`config.mk`:
```
export PLATFORM = sky130hd
export DESIGN_NAME = btb_assoc_flat
export DESIGN_NICKNAME = d
export VERILOG_FILES = /design/src/rtl/btb_if.sv /design/src/rtl/btb_assoc.sv /design/src/flat_wrapper.sv
export SDC_FILE = /design/constraint.sdc
export NUM_CORES = 2
export LEC_CHECK = 0
export BUFFER_PORTS_ARGS = -buffer_cell sky130_fd_sc_hd__buf_4
export CAP_MARGIN = 5
export CORE_MARGIN = 3
export CORE_UTILIZATION = 59
export CTS_BUF_LIST = sky130_fd_sc_hd__clkbuf_8
export DETAILED_ROUTE_END_ITERATION = 7
export PLACE_DENSITY = 0.79
export SKIP_LAST_GASP = 1
export SLEW_MARGIN = 20
export SYNTH_ARGS = -nofsm -noshare
export SYNTH_HDL_FRONTEND = slang
export SYNTH_SLANG_ARGS = --single-unit
```
`constraint.sdc`:
```
create_clock -name clk -period 31.8 [get_ports clk]
set_input_delay 3.18 -clock clk [delete_from_list [all_inputs] [get_ports clk]]
set_output_delay 3.18 -clock clk [all_outputs]
set_load 0.05 [all_outputs]
```
`src/rtl/btb_if.sv`:
```
// Lookup and update bus of the set-associative branch target buffer.
// The master side is the pipeline; the slave side is the BTB.
interface btb_if #(
  parameter int unsigned PC_W = 32
);
  logic [PC_W-1:0] pc;
  logic [PC_W-1:0] target_pc;
  logic            valid;
  logic            predictedTaken;
  logic            update;
  logic [PC_W-1:0] update_pc;
  logic [PC_W-1:0] update_target;
  logic            update_taken;
  logic            flush_all;
  logic [31:0]     hit_count;

  modport master (
    output pc, update, update_pc, update_target, update_taken, flush_all,
    input  target_pc, valid, predictedTaken, hit_count
  );

  modport slave (
    input  pc, update, update_pc, update_target, update_taken, flush_all,
    output target_pc, valid, predictedTaken, hit_count
  );
endinterface

```
`src/rtl/btb_assoc.sv`:
```
// Set-associative branch target buffer with saturating direction counters,
// true-LRU replacement, global flush and an update-hit counter.
module btb_assoc #(
  parameter int unsigned ENTRIES  = 16,
  parameter int unsigned WAYS     = 2,
  parameter int unsigned CNT_BITS = 2,
  parameter int unsigned PC_W     = 32
) (
  input logic  clk,
  input logic  rst,
  btb_if.slave bus
);
  localparam int unsigned SETS   = ENTRIES / WAYS;
  localparam int unsigned IDX_W  = $clog2(SETS);
  localparam int unsigned IDX_WS = (IDX_W == 0) ? 1 : IDX_W;
  localparam int unsigned TAG_W  = PC_W - 2 - IDX_W;
  localparam int unsigned WAY_W  = (WAYS > 1) ? $clog2(WAYS) : 1;

  localparam logic [CNT_BITS-1:0] CNT_MAX    = '1;
  localparam logic [CNT_BITS-1:0] CNT_INIT   = CNT_BITS'(1 << (CNT_BITS - 1));
  localparam logic [WAY_W-1:0]    AGE_OLDEST = WAY_W'(WAYS - 1);

  logic                valid_q [SETS][WAYS];
  logic [TAG_W-1:0]    tag_q   [SETS][WAYS];
  logic [PC_W-1:0]     tgt_q   [SETS][WAYS];
  logic [CNT_BITS-1:0] cnt_q   [SETS][WAYS];
  logic [WAY_W-1:0]    age_q   [SETS][WAYS];
  logic [31:0]         hit_count_q;

  logic [IDX_WS-1:0]   lk_idx, u_idx;
  logic [TAG_W-1:0]    lk_tag, u_tag;
  logic                lk_hit, lk_taken;
  logic [PC_W-1:0]     lk_tgt;
  logic                u_hit, inv_found, do_write;
  logic [WAY_W-1:0]    u_hit_way, inv_way, old_way, acc_way;
  logic [CNT_BITS-1:0] cur_cnt, cnt_nxt;
  logic                unused_lsb;

  // Fully associative configurations have no index bits at all.
  if (IDX_W > 0) begin : g_idx
    assign lk_idx = bus.pc[2 +: IDX_W];
    assign u_idx  = bus.update_pc[2 +: IDX_W];
  end else begin : g_no_idx
    assign lk_idx = '0;
    assign u_idx  = '0;
  end

  assign lk_tag     = bus.pc[PC_W-1 -: TAG_W];
  assign u_tag      = bus.update_pc[PC_W-1 -: TAG_W];
  assign unused_lsb = ^{bus.pc[1:0], bus.update_pc[1:0]};

  // Zero-latency lookup; never touches state.
  always_comb begin
    lk_hit   = 1'b0;
    lk_tgt   = '0;
    lk_taken = 1'b0;
    for (int w = 0; w < int'(WAYS); w++) begin
      if (valid_q[lk_idx][w] && (tag_q[lk_idx][w] == lk_tag)) begin
        lk_hit   = 1'b1;
        lk_tgt   = tgt_q[lk_idx][w];
        lk_taken = cnt_q[lk_idx][w][CNT_BITS-1];
      end
    end
  end

  assign bus.valid          = lk_hit;
  assign bus.target_pc      = lk_tgt;
  assign bus.predictedTaken = lk_taken;
  assign bus.hit_count      = hit_count_q;

  // Update side: hit detection, victim choice and next counter value.
  always_comb begin
    u_hit     = 1'b0;
    u_hit_way = '0;
    inv_found = 1'b0;
    inv_way   = '0;
    old_way   = '0;
    for (int w = 0; w < int'(WAYS); w++) begin
      if (valid_q[u_idx][w] && (tag_q[u_idx][w] == u_tag)) begin
        u_hit     = 1'b1;
        u_hit_way = WAY_W'(w);
      end
      if (age_q[u_idx][w] == AGE_OLDEST) old_way = WAY_W'(w);
    end
    // Descending scan leaves the lowest-index invalid way selected.
    for (int w = int'(WAYS) - 1; w >= 0; w--) begin
      if (!valid_q[u_idx][w]) begin
        inv_found = 1'b1;
        inv_way   = WAY_W'(w);
      end
    end
    acc_way = u_hit ? u_hit_way : (inv_found ? inv_way : old_way);
    cur_cnt = cnt_q[u_idx][acc_way];
    if (bus.update_taken) cnt_nxt = (cur_cnt == CNT_MAX) ? cur_cnt : cur_cnt + CNT_BITS'(1);
    else                  cnt_nxt = (cur_cnt == '0)      ? cur_cnt : cur_cnt - CNT_BITS'(1);
    do_write = bus.update && !bus.flush_all && (u_hit || bus.update_taken);
  end

  // Entry and LRU state; flush outranks a same-edge update.
  always_ff @(posedge clk or posedge rst) begin
    if (rst) begin
      for (int s = 0; s < int'(SETS); s++) begin
        for (int w = 0; w < int'(WAYS); w++) begin
          valid_q[s][w] <= 1'b0;
          tag_q[s][w]   <= '0;
          tgt_q[s][w]   <= '0;
          cnt_q[s][w]   <= '0;
          age_q[s][w]   <= WAY_W'(w);
        end
      end
    end else if (bus.flush_all) begin
      for (int s = 0; s < int'(SETS); s++) begin
        for (int w = 0; w < int'(WAYS); w++) begin
          valid_q[s][w] <= 1'b0;
        end
      end
    end else if (do_write) begin
      valid_q[u_idx][acc_way] <= 1'b1;
      tag_q[u_idx][acc_way]   <= u_tag;
      tgt_q[u_idx][acc_way]   <= bus.update_target;
      cnt_q[u_idx][acc_way]   <= u_hit ? cnt_nxt : CNT_INIT;
      for (int w = 0; w < int'(WAYS); w++) begin
        if (WAY_W'(w) == acc_way)
          age_q[u_idx][w] <= '0;
        else if (age_q[u_idx][w] < age_q[u_idx][acc_way])
          age_q[u_idx][w] <= age_q[u_idx][w] + WAY_W'(1);
      end
    end
  end

  always_ff @(posedge clk or posedge rst) begin
    if (rst)
      hit_count_q <= '0;
    else if (bus.update && !bus.flush_all && u_hit)
      hit_count_q <= hit_count_q + 32'd1;
  end
endmodule
```
`src/flat_wrapper.sv`:
```
// flat-port wrapper written by rule: the top's interface ports become plain ports
module btb_assoc_flat 
#(
  parameter int unsigned ENTRIES  = 16,
  parameter int unsigned WAYS     = 2,
  parameter int unsigned CNT_BITS = 2,
  parameter int unsigned PC_W     = 32
)
  (clk, rst, bus_pc, bus_update, bus_update_pc, bus_update_target, bus_update_taken, bus_flush_all, bus_target_pc, bus_valid, bus_predictedTaken, bus_hit_count);
  btb_if #(.PC_W(PC_W)) bus_i ();
  input logic clk;
  input logic rst;
  input wire logic [$bits(bus_i.pc)-1:0] bus_pc;
  input wire logic [$bits(bus_i.update)-1:0] bus_update;
  input wire logic [$bits(bus_i.update_pc)-1:0] bus_update_pc;
  input wire logic [$bits(bus_i.update_target)-1:0] bus_update_target;
  input wire logic [$bits(bus_i.update_taken)-1:0] bus_update_taken;
  input wire logic [$bits(bus_i.flush_all)-1:0] bus_flush_all;
  output wire logic [$bits(bus_i.target_pc)-1:0] bus_target_pc;
  output wire logic [$bits(bus_i.valid)-1:0] bus_valid;
  output wire logic [$bits(bus_i.predictedTaken)-1:0] bus_predictedTaken;
  output wire logic [$bits(bus_i.hit_count)-1:0] bus_hit_count;
  assign bus_i.pc = bus_pc;
  assign bus_i.update = bus_update;
  assign bus_i.update_pc = bus_update_pc;
  assign bus_i.update_target = bus_update_target;
  assign bus_i.update_taken = bus_update_taken;
  assign bus_i.flush_all = bus_flush_all;
  assign bus_target_pc = bus_i.target_pc;
  assign bus_valid = bus_i.valid;
  assign bus_predictedTaken = bus_i.predictedTaken;
  assign bus_hit_count = bus_i.hit_count;
  btb_assoc #(.ENTRIES(ENTRIES), .WAYS(WAYS), .CNT_BITS(CNT_BITS), .PC_W(PC_W)) u_core (.clk(clk), .rst(rst), .bus(bus_i));
endmodule
```
Word-level counts from Yosys, hierarchy flattened
Index checks and enable logic that the tools add are counted.
- bits of input ports: 101
- bits in registers: 1040
- output and inout port bits: 66
- equality and inequality tests: 5
- mux-type cells: 82
- bitwise logic cells: 9
- magnitude comparators: 7
- $add $sub $neg: 5
- reduce and logical (&&, ||, !) cells: 14
- operator list (operator ; number):
    512-bit bitwise mux ; 1
    432-bit bitwise mux ; 1
    54-bit binary-select mux with 3-bit select ; 2
    54-bit 2-to-1 mux ; 5
    64-bit binary-select mux with 3-bit select ; 1
    64-bit demux with 3-bit select ; 1
    64-bit 2-to-1 mux ; 3
    54-bit demux with 3-bit select ; 1
    16-bit 2-to-1 mux ; 8
    27-bit equality test ; 4
    32-bit 2-to-1 mux ; 3
    32-bit by 1-bit adder with 32-bit output, second input constant ; 1
    16-bit AND ; 2
    16-bit bitwise mux ; 2
    32-bit bitwise mux ; 1
    32-bit demux with 1-bit select ; 1
    2-bit 2-to-1 mux ; 16
    16-bit inverter ; 2
    27-bit demux with 1-bit select ; 1
    27-bit 2-to-1 mux ; 1
    4-bit binary-select mux with 3-bit select ; 2
    4-bit 2-to-1 mux ; 5
    2-bit binary-select mux with 3-bit select ; 3
    2-bit demux with 3-bit select ; 3
    23 further kinds ; 52

Logic depth before layout (Yosys ltp)
- word-level depth: 21
- gate-level depth with buffers: 17

Worst setup path before layout
No wires, ideal clock.
- kind: input -> output
- start: input bus_pc[2]
- end: output bus_target_pc[10]
- setup slack: 21.015 ns
- data arrival time: 7.605 ns
- stages on the path: 12
- cell sequence: buf_2 buf_2 buf_1 clkbuf_1 mux4_2 mux2i_1 xor2_1 nand4_1 nor3_1 nand4_1 clkbuf_1 o31ai_1
- longest elaborated chain between the ends: 8
- elaborated cells on any way between the ends: 16
- RTL lines (item ; RTL line ; text):
    start, declared ; flat_wrapper.sv:13 ; input wire logic [$bits(bus_i.pc)-1:0] bus_pc;
    3-bit inverter with 4-bit output (implied by the code) (*) ; btb_assoc.sv:58, btb_assoc.sv:60 ;
    54-bit binary-select mux with 3-bit select ; btb_assoc.sv:58 ; if (valid_q[lk_idx][w] && (tag_q[lk_idx][w] == lk_tag)) begin
    54-bit 2-to-1 mux (implied by the code) (2 in a row) ; btb_assoc.sv:58 ;
    27-bit equality test ; btb_assoc.sv:58 ;
    1-bit logical AND ; btb_assoc.sv:58 ;
    32-bit 2-to-1 mux ; btb_assoc.sv:58 ;
    32-bit 2-to-1 mux (*) ; btb_assoc.sv:58 ;
    end, declared ; flat_wrapper.sv:19 ; output wire logic [$bits(bus_i.target_pc)-1:0] bus_target_pc;
Mark *: on every way between the ends. The rest lies on a longest branch, timed or not. The select of a mux whose other input is x is not followed.

Worst setup path after layout
- start: input bus_pc[2]
- end: output bus_target_pc[0]
Same word-level chain as after synthesis.

==> impl_table.tex <==
\begin{tabular}{lr}
\hline
Metric & Value \\
\hline
\multicolumn{2}{l}{\textbf{Status}} \\
Outcome & complete, no violations \\
\multicolumn{2}{l}{\textbf{Global routing}} \\
First-pass GRT wire length & 211000 um \\
GRT overflow & 0 \\
Number of antenna violations at the first check in global routing & 9 \\
All-layer global routing usage & 29.7\% \\
Vias in the first global route & 34600 \\
Pin count of the biggest net entering global routing & 183 \\
\multicolumn{2}{l}{\textbf{Power and ir drop}} \\
VDD IR-drop max & 0.0464 mV \\
Static power due to leakage & 27.4 nW \\
Post-route total power & 0.00311 W \\
Power density over the cells & 54.3 mW/mm2 \\
\multicolumn{2}{l}{\textbf{Floorplan}} \\
Die ar. & 0.0927 mm2 \\
Starting utilization of the core area & 60.0\% \\
Die width & 304 um \\
Num ports & 167 \\
Die span in y & 304 um \\
FP Rows & 108 \\
Core Region & 0.0876 mm2 \\
\multicolumn{2}{l}{\textbf{Detailed routing}} \\
Number of antenna-violating nets in the routed design & 0 \\
Remaining design rule violation count & 0 \\
DR vias & 32000 \\
Detailed Route WL & 137000 um \\
Detailed-routing iteration count for the pre-antenna-repair pass & 5 \\
Average wire per standard cell & 28.5 um \\
Vias per Instance & 6.65 \\
Drt initial violations & 2876 \\
\multicolumn{2}{l}{\textbf{Layout}} \\
Nets & 3629 \\
Layout cells sized above 1 & 45.2\% \\
Layout overhead on the synthesized area & 9.12\% \\
Final Util & 65.5\% \\
Post-route non-filler standard cell count & 4811 \\
\multicolumn{2}{l}{\textbf{Synthesis}} \\
Top cells by area, synth & dfrtp\_1 49\%, mux2\_2 16\%, mux4\_2 14\%, mux2\_1 4.3\%, mux2i\_1 2.9\% \\
Yosys reg bits & 1040 \\
Synth Area per Inst & 15.1 um2 \\
Top FF cell, synth & dfrtp\_1 \\
Cell taking the most area after synthesis & dfrtp\_1 \\
Warnings from Yosys & 0 \\
Synth cell count leaders & 1032 x dfrtp\_1, 768 x mux2\_2, 335 x mux4\_2 \\
Most repeated cell in the gate-level netlist after synthesis & dfrtp\_1 \\
Post-synth ARST share & 100\% \\
Mapped Cells & 3469 \\
Library cells used by synthesis & 72 \\
Top-area cell type share of the netlist area & 49.2\% \\
Mapped Area & 0.0525 mm2 \\
Post-synthesis sequential area ratio & 49.6\% \\
Post-synth EDFFs & 0 \\
Net count after synthesis & 3571 \\
\multicolumn{2}{l}{\textbf{Worst setup path}} \\
Worst setup SP type & input port \\
Worst Path Arrival & 8.95 ns \\
Data required time at the worst endpoint & 28.62 ns \\
Sort of element at the end of the critical path & primary output \\
Crit Path Category & input port to primary output \\
Critical path peak fanout & 76 \\
\multicolumn{2}{l}{\textbf{Clock tree}} \\
Clock slew at the register clock pins of the worst setup and hold paths & 0.05 ns \\
Clock tree from TritonCTS & built \\
Clock latency on the worst-skew pair & 0.86 ns \\
Clock buffer depth & 3 \\
Quantity of hold-fixing buffers added after cts & 0 \\
Sink count of the clock tree & 1040 \\
Post-CTS Setup Bufs & 0 \\
Maximum level of the CTS H-tree & 4 \\
Root Buffer Master & clkbuf\_8 \\
Number of cells upsized or downsized after cts & 0 \\
Number of buffers created by CTS & 169 \\
\multicolumn{2}{l}{\textbf{Timing}} \\
Sum Neg Setup Slack & 0 ns \\
Number of failing setup endpoints in the final timing report & 0 \\
Highest clock rate & 0.0824 GHz \\
Slew HR & 22.5\% \\
Clock tree skew after final layout & 0.0489 ns \\
RSZ-0062 raised after global routing & false \\
Min Tclk post-route & 12.13 ns \\
Final Hold Fails & 0 \\
Post-Route Hold Slack & 0.477 ns \\
Worst slew pin tran & 1.16 ns \\
Count of pins over their slew limit & 0 \\
Final worst path period share & 38.2\% \\
\multicolumn{2}{l}{\textbf{Worst hold path}} \\
Path category of the worst min-delay check & flip-flop to flip-flop \\
\multicolumn{2}{l}{\textbf{Place}} \\
IO buf count & 162 \\
Final estimated routing congestion in global placement & 0.885 \\
Cell total after placement & 4509 \\
Detailed placement HPWL & 81000 um \\
\multicolumn{2}{l}{\textbf{Flow run}} \\
Maximum capacitance violations & 0 \\
\hline
\end{tabular}
-- registers in the layout (all words and copies together), names as in the netlist --
signal	cells
u_core.tag_q	432
u_core.bus.hit_count	32
u_core.valid_q	16
u_core.age_q	16
u_core.cnt_q	32
u_core.tgt_q	512
-- kinds of logic (layout without fill, tap and decap cells) --
logic type	Yosys count	after routing	synth area share, %
AO/OA/AOI/OAI	155	155	2.08
flip-flops	1040	1040	49.6
XOR/XNOR	127	127	2.12
other	0	9	0
multiplexers	1523	1523	39.9
buffers and inverters	349	527	3.48
AND/OR/NAND/NOR	272	272	2.76
adder cells (fa/ha/maj)	3	3	0.0619
-- power breakdown --
part	leakage (nW)	internal (W)	switching [W]
clock	1.92	0.000593	0.000532
combinational	11.5	0.000241	0.000199
sequential	13.9	0.00146	0.0000854
total	27.4	0.00230	0.000817
-- path summary, 6_finish.rpt --
check / from / to / slack (ns) / depth (start not counted)
worst max register to register: u_core.tag_q[142] / u_core.tag_q[386] / 26.12 / 10
worst min register to register: u_core.bus.hit_count[31] / u_core.bus.hit_count[31] / 0.48 / 1
worst min-delay path: u_core.bus.hit_count[31] / u_core.bus.hit_count[31] / 0.48 / 1
min in group asynchronous: rst / u_core.tag_q[116] / 2.40 / 2
max in group asynchronous: rst / u_core.tgt_q[440] / 25.63 / 7
worst max-delay path: bus_pc[2] / bus_target_pc[0] / 19.67 / 13
-- placed cells by master, fill, tap and decap left out, types with 5 or more instances in the layout --
cell type	Yosys	final
a21oi_1	23	23
a22oi_1	11	11
a31oi_1	6	5
and2_1	15	15
and3_1	9	9
and4_1	5	5
buf_4	45	198
clkbuf_8	0	203
clkinv_2	0	11
dfrtp_1	1032	1032
dfstp_2	8	8
diode_2	0	9
inv_1	26	89
inv_6	0	5
mux2_1	200	200
mux2_2	768	768
mux2_4	68	68
mux2i_1	152	152
mux4_2	335	335
nand2_1	63	63
nand2b_1	20	8
nand2b_4	1	13
nand3_1	23	23
nand4_1	24	24
nor2_1	47	46
nor2b_1	6	6
nor3_1	10	10
nor4_1	14	14
o21ai_0	20	20
o22ai_1	14	14
o31ai_1	34	34
or2_2	4	5
or3_1	7	7
or4_1	5	5
xnor2_1	82	82
xor2_1	45	45
-- worst max-delay path, cell delays in order --
cell and delay, ns:
buf_8 0.60, buf_4 0.73, buf_4 0.80, mux4_2 0.61
mux2i_1 0.20, xor2_1 0.27, nand4_1 0.18, or4_1 0.69
nor2_4 0.12, buf_4 0.73, nand2_1 0.11, o31ai_1 0.22
buf_4 0.32
-- stage by stage --
step	setup WS, ns	area (um2)
2_1_floorplan	14.29	52500
3_3_place_gp	19.69	54000
3_5_place_dp	19.68	54000
4_1_cts	19.66	57300
5_1_grt	19.33	57300
6_report	19.67	57300
-- layer usage --
metal	wire, um	global-route usage (%)
met5	17	0
met4	4940	11.8
met3	9560	6.51
met2	67200	48.3
met1	55400	39.4
-- layout make-up --
cell class              count  area [um2]
inverters                  26         101
clock inverters            88         469
well taps                1155        1450
fillers                  6009       30200
flip-flops and latches   1040       26000
diodes                      9        22.5
clock buffers             203        2790
repair buffers            210        1680
multi-input cells        2080       24800
(Power assumes the default switching activity.)
